## src/rtl/mux_seq_gen_pkg.sv

```systemverilog
// Shared types and helpers for the panel mux sequencer.
// Latency: n/a (declarations only).
// Backpressure: n/a.
package mux_pkg;

  localparam int MUX_MAX = 4;  // most phases one line can step through
  localparam int CODE_W  = 2;  // width of the {da,db} phase code

  typedef enum logic [2:0] {
    IDLE   = 3'd0,
    SETUP  = 3'd1,
    ACTIVE = 3'd2,
    GAP    = 3'd3,
    DONE   = 3'd4
  } state_t;

  // Index of the last phase: a request of 0 phases runs 1, above MUX_MAX runs MUX_MAX.
  function automatic logic [CODE_W-1:0] clamp_last(input logic [2:0] num);
    if (num == 3'd0)
      return '0;
    else if (num > 3'(MUX_MAX))
      return CODE_W'(MUX_MAX - 1);
    else
      return CODE_W'(num - 3'd1);
  endfunction

  // Code driven for phase idx. Reverse scan counts down from the last phase.
  function automatic logic [CODE_W-1:0] phase_code(input logic [CODE_W-1:0] idx,
                                                   input logic [CODE_W-1:0] last,
                                                   input logic              rev);
    return rev ? (last - idx) : idx;
  endfunction

endpackage

```

## src/rtl/mux_seq_gen_if.sv

```systemverilog
// Control/status bundle between a line controller and the mux sequencer.
// Latency: n/a (wires only).
// Backpressure: none; line_start is a fire-and-forget pulse.
// Ports: line_start, t_setup, t_on, t_gap, mux_num, reverse (to sequencer);
//        da, db, mux_en, busy, done, overrun (from sequencer).
interface mux_seq_gen_if #(parameter int CNT_W = 12);

  logic             line_start;
  logic [CNT_W-1:0] t_setup;
  logic [CNT_W-1:0] t_on;
  logic [CNT_W-1:0] t_gap;
  logic [2:0]       mux_num;
  logic             reverse;
  logic             da;
  logic             db;
  logic             mux_en;
  logic             busy;
  logic             done;
  logic             overrun;

  modport master (
    output line_start, t_setup, t_on, t_gap, mux_num, reverse,
    input  da, db, mux_en, busy, done, overrun
  );

  modport slave (
    input  line_start, t_setup, t_on, t_gap, mux_num, reverse,
    output da, db, mux_en, busy, done, overrun
  );

endinterface

```

## src/rtl/mux_seq_cnt.sv

```systemverilog
// Loadable down-counter timing every SETUP/ACTIVE/GAP interval.
// Latency: load takes effect next cycle; zero reflects the registered count.
// Backpressure: none; holds at zero until reloaded.
// Ports: clk, rst, load, load_val in; zero out.
module mux_seq_cnt #(
  parameter int CNT_W = 12
) (
  input  logic             clk,
  input  logic             rst,
  input  logic             load,
  input  logic [CNT_W-1:0] load_val,
  output logic             zero
);

  logic [CNT_W-1:0] cnt;

  // Sticks at zero rather than wrapping, so a full-scale load is safe.
  always_ff @(posedge clk) begin
    if (rst)
      cnt <= '0;
    else if (load)
      cnt <= load_val;
    else if (cnt != '0)
      cnt <= cnt - CNT_W'(1);
  end

  assign zero = (cnt == '0);

endmodule

```

## src/rtl/mux_seq_gen.sv

```systemverilog
// Steps the panel source-mux through 1..4 phases per line with setup/on/gap timing.
// Latency: first state one cycle after line_start; every output registered.
// Backpressure: none; starts while busy are dropped and flagged on overrun.
// Ports: clk, rst plain; bus (slave) carries line_start + timing config in,
//        da/db/mux_en/busy/done/overrun out.
module mux_seq_gen
  import mux_pkg::*;
#(
  parameter int CNT_W = 12
) (
  input  logic clk,
  input  logic rst,
  mux_seq_gen_if.slave bus
);

  state_t              state_q, state_d;
  logic [CODE_W-1:0]   idx_q, idx_d;
  logic [CODE_W-1:0]   code_q, code_d;
  logic [CNT_W-1:0]    ton_m1_q, tgap_q;
  logic [CODE_W-1:0]   last_q;
  logic                rev_q;
  logic                mux_en_q, busy_q, done_q, overrun_q;
  logic                cnt_load, cnt_zero;
  logic [CNT_W-1:0]    cnt_val;
  logic [CNT_W-1:0]    ton_m1_in;
  logic                accept;

  // An on-time of 0 still gives one ACTIVE cycle.
  assign ton_m1_in = (bus.t_on == '0) ? '0 : bus.t_on - CNT_W'(1);
  assign accept    = (state_q == IDLE) && bus.line_start;

  mux_seq_cnt #(.CNT_W(CNT_W)) u_cnt (
    .clk      (clk),
    .rst      (rst),
    .load     (cnt_load),
    .load_val (cnt_val),
    .zero     (cnt_zero)
  );

  always_comb begin
    state_d  = state_q;
    idx_d    = idx_q;
    code_d   = code_q;
    cnt_load = 1'b0;
    cnt_val  = '0;
    case (state_q)
      IDLE: begin
        if (bus.line_start) begin
          idx_d    = '0;
          code_d   = phase_code('0, clamp_last(bus.mux_num), bus.reverse);
          cnt_load = 1'b1;
          if (bus.t_setup != '0) begin
            state_d = SETUP;
            cnt_val = bus.t_setup - CNT_W'(1);
          end else begin
            state_d = ACTIVE;
            cnt_val = ton_m1_in;
          end
        end
      end
      SETUP, GAP: begin
        if (cnt_zero) begin
          state_d  = ACTIVE;
          cnt_load = 1'b1;
          cnt_val  = ton_m1_q;
        end
      end
      ACTIVE: begin
        if (cnt_zero) begin
          if (idx_q == last_q) begin
            state_d = DONE;
          end else begin
            // Next code goes out with the first GAP cycle, or with the next
            // ACTIVE cycle when there is no gap; the decoder sees it settled.
            idx_d    = idx_q + CODE_W'(1);
            code_d   = phase_code(idx_q + CODE_W'(1), last_q, rev_q);
            cnt_load = 1'b1;
            if (tgap_q != '0) begin
              state_d = GAP;
              cnt_val = tgap_q - CNT_W'(1);
            end else begin
              state_d = ACTIVE;
              cnt_val = ton_m1_q;
            end
          end
        end
      end
      DONE:    state_d = IDLE;
      default: state_d = IDLE;
    endcase
  end

  always_ff @(posedge clk) begin
    if (rst) begin
      state_q   <= IDLE;
      idx_q     <= '0;
      code_q    <= '0;
      ton_m1_q  <= '0;
      tgap_q    <= '0;
      last_q    <= '0;
      rev_q     <= 1'b0;
      mux_en_q  <= 1'b0;
      busy_q    <= 1'b0;
      done_q    <= 1'b0;
      overrun_q <= 1'b0;
    end else begin
      state_q   <= state_d;
      idx_q     <= idx_d;
      code_q    <= code_d;
      // Config is captured once per line so mid-line edits cannot skew timing.
      if (accept) begin
        ton_m1_q <= ton_m1_in;
        tgap_q   <= bus.t_gap;
        last_q   <= clamp_last(bus.mux_num);
        rev_q    <= bus.reverse;
      end
      mux_en_q  <= (state_d == ACTIVE);
      busy_q    <= (state_d != IDLE);
      done_q    <= (state_d == DONE);
      overrun_q <= bus.line_start && (state_q != IDLE);
    end
  end

  assign bus.da      = code_q[1];
  assign bus.db      = code_q[0];
  assign bus.mux_en  = mux_en_q;
  assign bus.busy    = busy_q;
  assign bus.done    = done_q;
  assign bus.overrun = overrun_q;

endmodule

```

## src/flat_wrapper.sv

```systemverilog
// flat-port wrapper written by rule: the top's interface ports become plain ports
module mux_seq_gen_flat import mux_pkg::*;
#(
  parameter int CNT_W = 12
)
  (clk, rst, bus_line_start, bus_t_setup, bus_t_on, bus_t_gap, bus_mux_num, bus_reverse, bus_da, bus_db, bus_mux_en, bus_busy, bus_done, bus_overrun);
  mux_seq_gen_if #(.CNT_W(CNT_W)) bus_i ();
  input  logic clk;
  input  logic rst;
  input wire logic [$bits(bus_i.line_start)-1:0] bus_line_start;
  input wire logic [$bits(bus_i.t_setup)-1:0] bus_t_setup;
  input wire logic [$bits(bus_i.t_on)-1:0] bus_t_on;
  input wire logic [$bits(bus_i.t_gap)-1:0] bus_t_gap;
  input wire logic [$bits(bus_i.mux_num)-1:0] bus_mux_num;
  input wire logic [$bits(bus_i.reverse)-1:0] bus_reverse;
  output wire logic [$bits(bus_i.da)-1:0] bus_da;
  output wire logic [$bits(bus_i.db)-1:0] bus_db;
  output wire logic [$bits(bus_i.mux_en)-1:0] bus_mux_en;
  output wire logic [$bits(bus_i.busy)-1:0] bus_busy;
  output wire logic [$bits(bus_i.done)-1:0] bus_done;
  output wire logic [$bits(bus_i.overrun)-1:0] bus_overrun;
  assign bus_i.line_start = bus_line_start;
  assign bus_i.t_setup = bus_t_setup;
  assign bus_i.t_on = bus_t_on;
  assign bus_i.t_gap = bus_t_gap;
  assign bus_i.mux_num = bus_mux_num;
  assign bus_i.reverse = bus_reverse;
  assign bus_da = bus_i.da;
  assign bus_db = bus_i.db;
  assign bus_mux_en = bus_i.mux_en;
  assign bus_busy = bus_i.busy;
  assign bus_done = bus_i.done;
  assign bus_overrun = bus_i.overrun;
  mux_seq_gen #(.CNT_W(CNT_W)) u_core (.clk(clk), .rst(rst), .bus(bus_i));
endmodule
```

## config.mk

```make
export PLATFORM = sky130hd
export DESIGN_NAME = mux_seq_gen_flat
export DESIGN_NICKNAME = d
export VERILOG_FILES = /design/src/rtl/mux_seq_gen_pkg.sv /design/src/rtl/mux_seq_gen_if.sv /design/src/rtl/mux_seq_cnt.sv /design/src/rtl/mux_seq_gen.sv /design/src/flat_wrapper.sv
export SDC_FILE = /design/constraint.sdc
export NUM_CORES = 1
export LEC_CHECK = 0
export ABC_AREA = 1
export CAP_MARGIN = 20
export CELL_PAD_IN_SITES_DETAIL_PLACEMENT = 1
export CELL_PAD_IN_SITES_GLOBAL_PLACEMENT = 2
export CORE_MARGIN = 2
export CORE_UTILIZATION = 31
export CTS_BUF_LIST = sky130_fd_sc_hd__clkbuf_4 sky130_fd_sc_hd__clkbuf_8
export DETAILED_ROUTE_END_ITERATION = 10
export PLACE_DENSITY = 0.93
export SLEW_MARGIN = 15
export SYNTH_ARGS = -nofsm -noshare
export SYNTH_HDL_FRONTEND = slang
export SYNTH_HIERARCHICAL = 1
export SYNTH_SLANG_ARGS = --single-unit
```

## constraint.sdc

```tcl
create_clock -name clk -period 2.45 [get_ports clk]
set_input_delay 0.735 -clock clk [delete_from_list [all_inputs] [get_ports clk]]
set_output_delay 0.735 -clock clk [all_outputs]
set_load 0.1 [all_outputs]
```

==> summary.md <==
| Metric | Value |
|---|---|
| Hold slack | just under 0.5 ns |
| PwrDens | slightly below 900 mW/mm² |
| Critical path class | in -> reg |
| Final core utilization | 0.408 |
| Longest Clk Path Bufs | 2 |
| Worst Setup End Kind | flop |
| Slew of the pin with the lowest slew margin | around 0.35 ns |
| Clock Latency Late Sink | between 0.3 and 0.4 ns |
| Filler cells | approximately 1600 |
| # Max-Cap Violations | 0 |
| Leak pwr | 2.37 nW |
| Startpoint Class | input port |
| GR Layer Usage met1 | 0.240 |
| Antenna diodes | 0 |
| Routed wire per std cell | 14.3 µm |
| R2R Setup Slk | around 0.23 ns |
| Synthesis Warnings | 6 |
| FF-to-FF Start | u_core/u_cnt/cnt[0] |
| First-pass GRT wire length | roughly 20000 µm |
| Vias in the first global route | around 4300 |
| Peak supply drop | around 260 µV |
| GRT Max-Usage Layer | met2 |
| GRT Resource Usage Total | 0.192 |
| Routed vias | between 4000 and 5000 |
| Vias per cell | approximately 4.8 |
| Outcome | completed |
| CTS H-tree lvls | 2 |
| Met2 GRT Util | 0.353 |
| Initial Util | 0.319 |
| Hold Violations, Final | 0 |
| Syn_area_per_cell | ~6.1 µm² |
| Die H | about 120 µm |
| DRT iter0 DRCs | 140 |
| Routed Antenna Nets | 0 |
| Grt total ovfl | 0 |
| CTS sink cnt | 50 |
| End point of the critical path | u_core/u_cnt/cnt[0] |
| # DRC | 0 |
| Total negative slack | 0 ns |
| Post-synth ARST share | 0 |
| Hold Path Class | reg -> reg |
| Gpl congestion | a little under 0.9 |
| Start point of the critical path | bus_t_setup[0] |
| Reg2Reg Depth | 14 |
| Cell area after synthesis | ~0.0038 mm² |
| Max-slew headroom | 0.769 |
| Fmax | about 450 MHz |
| Sequential area share after synthesis | 0.262 |
| DRT Wirelength | about 12000 µm |
| Dominant cell type by area after synthesis | dfxtp_1 |
| Inserted Clock Buffers | 5 |
| IO buf count | between 40 and 50 |
| Synth Instances | between 600 and 700 |
| Main flop type after synthesis | dfxtp_1 |
| Final HPWL DP | slightly above 10000 µm |
| Ranking of synthesized cells by area | dfxtp_1 26%, nand2_1 15%, nor2_1 8.8%, inv_1 7.6%, nand3_1 7.1% |
| Flop and latch count out of synthesis | 50 |
| Share of layout cells above drive strength 1 | 0.167 |
| Synth cell types | 34 |
| CP arrival | between 2 and 2.5 ns |
| Crit path required time | approximately 2.7 ns |
| Largest net degree at the start of global routing | 28 |
| Post-synth EDFFs | 0 |
| Worst-path clk slew | approximately 0.1 ns |
| Area delta synth->final | 28.0% |
| Clock skew | roughly 0.0055 ns |
| CTS root buf | clkbuf_8 |
| Post-Synthesis Net Count | about 680 |
| Core region area | approximately 0.012 mm² |
| Nets | 765 |
| Die W | about 120 µm |
| Reg2Reg Capture Point | u_core/u_cnt/cnt[4] |
| Fin. max-slew vios | 0 |
| Router iterations before antenna repair | 4 |
| I/O pins | 49 |
| Site Rows | 40 |
| Max FO, Critical Path | 9 |
| Die area | 0.0132 mm² |
| Post-synth top area share | 0.262 |
| Initial antenna violation count | 0 |
| Cts hold-fix bufs | 0 |
| Met3 Usage GRT | 0.0179 |
| CTS tree | done |
| Final setup viols | 0 |
| Crit path time final | roughly 2.2 ns |
| Fin crit share | 0.907 |
-- registers in the layout (all words and copies together) (netlist names) --
| signal | flops |
|---|---|
| u_core/bus.busy | 1 |
| u_core/bus.done | 1 |
| u_core/bus.mux_en | 1 |
| u_core/bus.overrun | 1 |
| u_core/code_q | 2 |
| u_core/idx_q | 2 |
| u_core/last_q | 2 |
| u_core/rev_q | 1 |
| u_core/state_q | 3 |
| u_core/tgap_q | 12 |
| u_core/ton_m1_q | 12 |
| u_core/u_cnt/cnt | 12 |
-- placed cells by master (no fill, tap or decap), types with 7 or more instances in the layout --
master / netlist / final
inv_1: 77 / 75
dfxtp_1: 50 / 50
ha_1: 9 / 8
inv_2: 7 / 9
nand3_1: 54 / 54
xor2_1: 10 / 10
nand2_2: 9 / 9
buf_4: 0 / 49
a21oi_1: 44 / 44
nor2_2: 13 / 13
clkdlybuf4s50_1: 0 / 42
nand2_1: 156 / 156
nor2_4: 7 / 7
o21ai_0: 46 / 45
nor2_1: 90 / 90
-- repair_timing --
action / 4_1_cts / 5_1_grt
buffers inserted: 0 / 3
resized for setup: 0 / 5
setup endpoints to repair: 0 / 9
-- per-layer routing --
metal  wire [µm]  up-vias  part of all wire
met5           0        -                 0
met4         187        0             0.015
met3         237       12             0.019
met2        6190       50              0.50
met1        5730     1927              0.46
li1            -     2152                 -
-- worst max-delay path, stage by stage --
cell	delay, ns
clkdlybuf4s50_1	0.44
inv_1	0.10
ha_1	0.18
nand2_2	0.09
inv_2	0.08
nand2_4	0.07
nor2_8	0.16
nand2_4	0.09
nor2_1	0.10
nor2_1	0.05
nand3_1	0.07
nand2_1	0.06
o21ai_0	0.07
nand2_1	0.07
a21oi_1	0.11
-- per-stage QoR --
stage                     cells  area, µm²  power [W]  setup slack (ns)
final                       861       4900    0.00429             0.229
after global routing        861       4900    0.00468         -0.000479
after CTS                   858       4860    0.00428            0.0874
after detailed placement    850       4770    0.00372            -0.125
after global placement      850       4770    0.00365           -0.0878
after floorplan             623       3830    0.00297             0.423
-- worst min-delay path by stage --
stage	cells after the start	endpoint	slack (ns)	start
floorplan	2	u_core/ton_m1_q[7]	0.46	u_core/ton_m1_q[7]
detailed placement	2	u_core/code_q[0]	0.48	u_core/code_q[0]
finish	2	u_core/code_q[0]	0.50	u_core/code_q[0]
global placement	2	u_core/code_q[0]	0.46	u_core/code_q[0]
CTS	2	u_core/code_q[0]	0.50	u_core/code_q[0]
global route	2	u_core/code_q[0]	0.53	u_core/code_q[0]
-- final cells by class --
| class | count | area [µm²] | area share |
|---|---|---|---|
| clock buffer | 6 | 82.6 | 0.0169 |
| inverter | 85 | 322 | 0.0657 |
| timing repair buffer | 94 | 848 | 0.173 |
| sequential | 50 | 1000 | 0.204 |
| clock inverter | 2 | 16.3 | 0.00332 |
| multi-input combinational | 477 | 2440 | 0.499 |
| tap | 147 | 184 | 0.0376 |
-- cells by family after synthesis --
group           Yosys count  share of synthesized area
simple gates            352                      0.429
buf+inv                  96                      0.102
compound gates          102                      0.146
flops                    50                      0.262
xor+xnor                 14                     0.0320
fa+ha+maj                 9                     0.0294
-- where the power goes --
group / total [W] / internal (W) / switching [W] / leakage [nW]
sequential: 0.00122 / 0.00102 / 0.000200 / 0.413
clock: 0.000543 / 0.000233 / 0.000309 / 0.0478
combinational: 0.00253 / 0.000881 / 0.00165 / 1.91
total: 0.00429 / 0.00213 / 0.00216 / 2.37
-- cells in the mapped netlist, types with 2 or more instances --
master / instances
xnor2_1: 4
nor3_1: 3
buf_6: 3
a21oi_2: 2
nand3_2: 4
ha_1: 9
nand3_1: 54
nand4_1: 4
nand2_1: 156
nand2_4: 3
nor2_2: 13
nor2_4: 7
xor2_1: 10
nor2_1: 90
clkbuf_1: 3
nand3b_1: 2
o21ai_2: 3
inv_2: 7
dfxtp_1: 50
inv_1: 77
nand2_2: 9
nor2_8: 3
o21ai_0: 46
nor3b_1: 2
buf_2: 5
a21oi_1: 44
o21ai_1: 3
No activity file was read; power rests on OpenSTA's default activity.
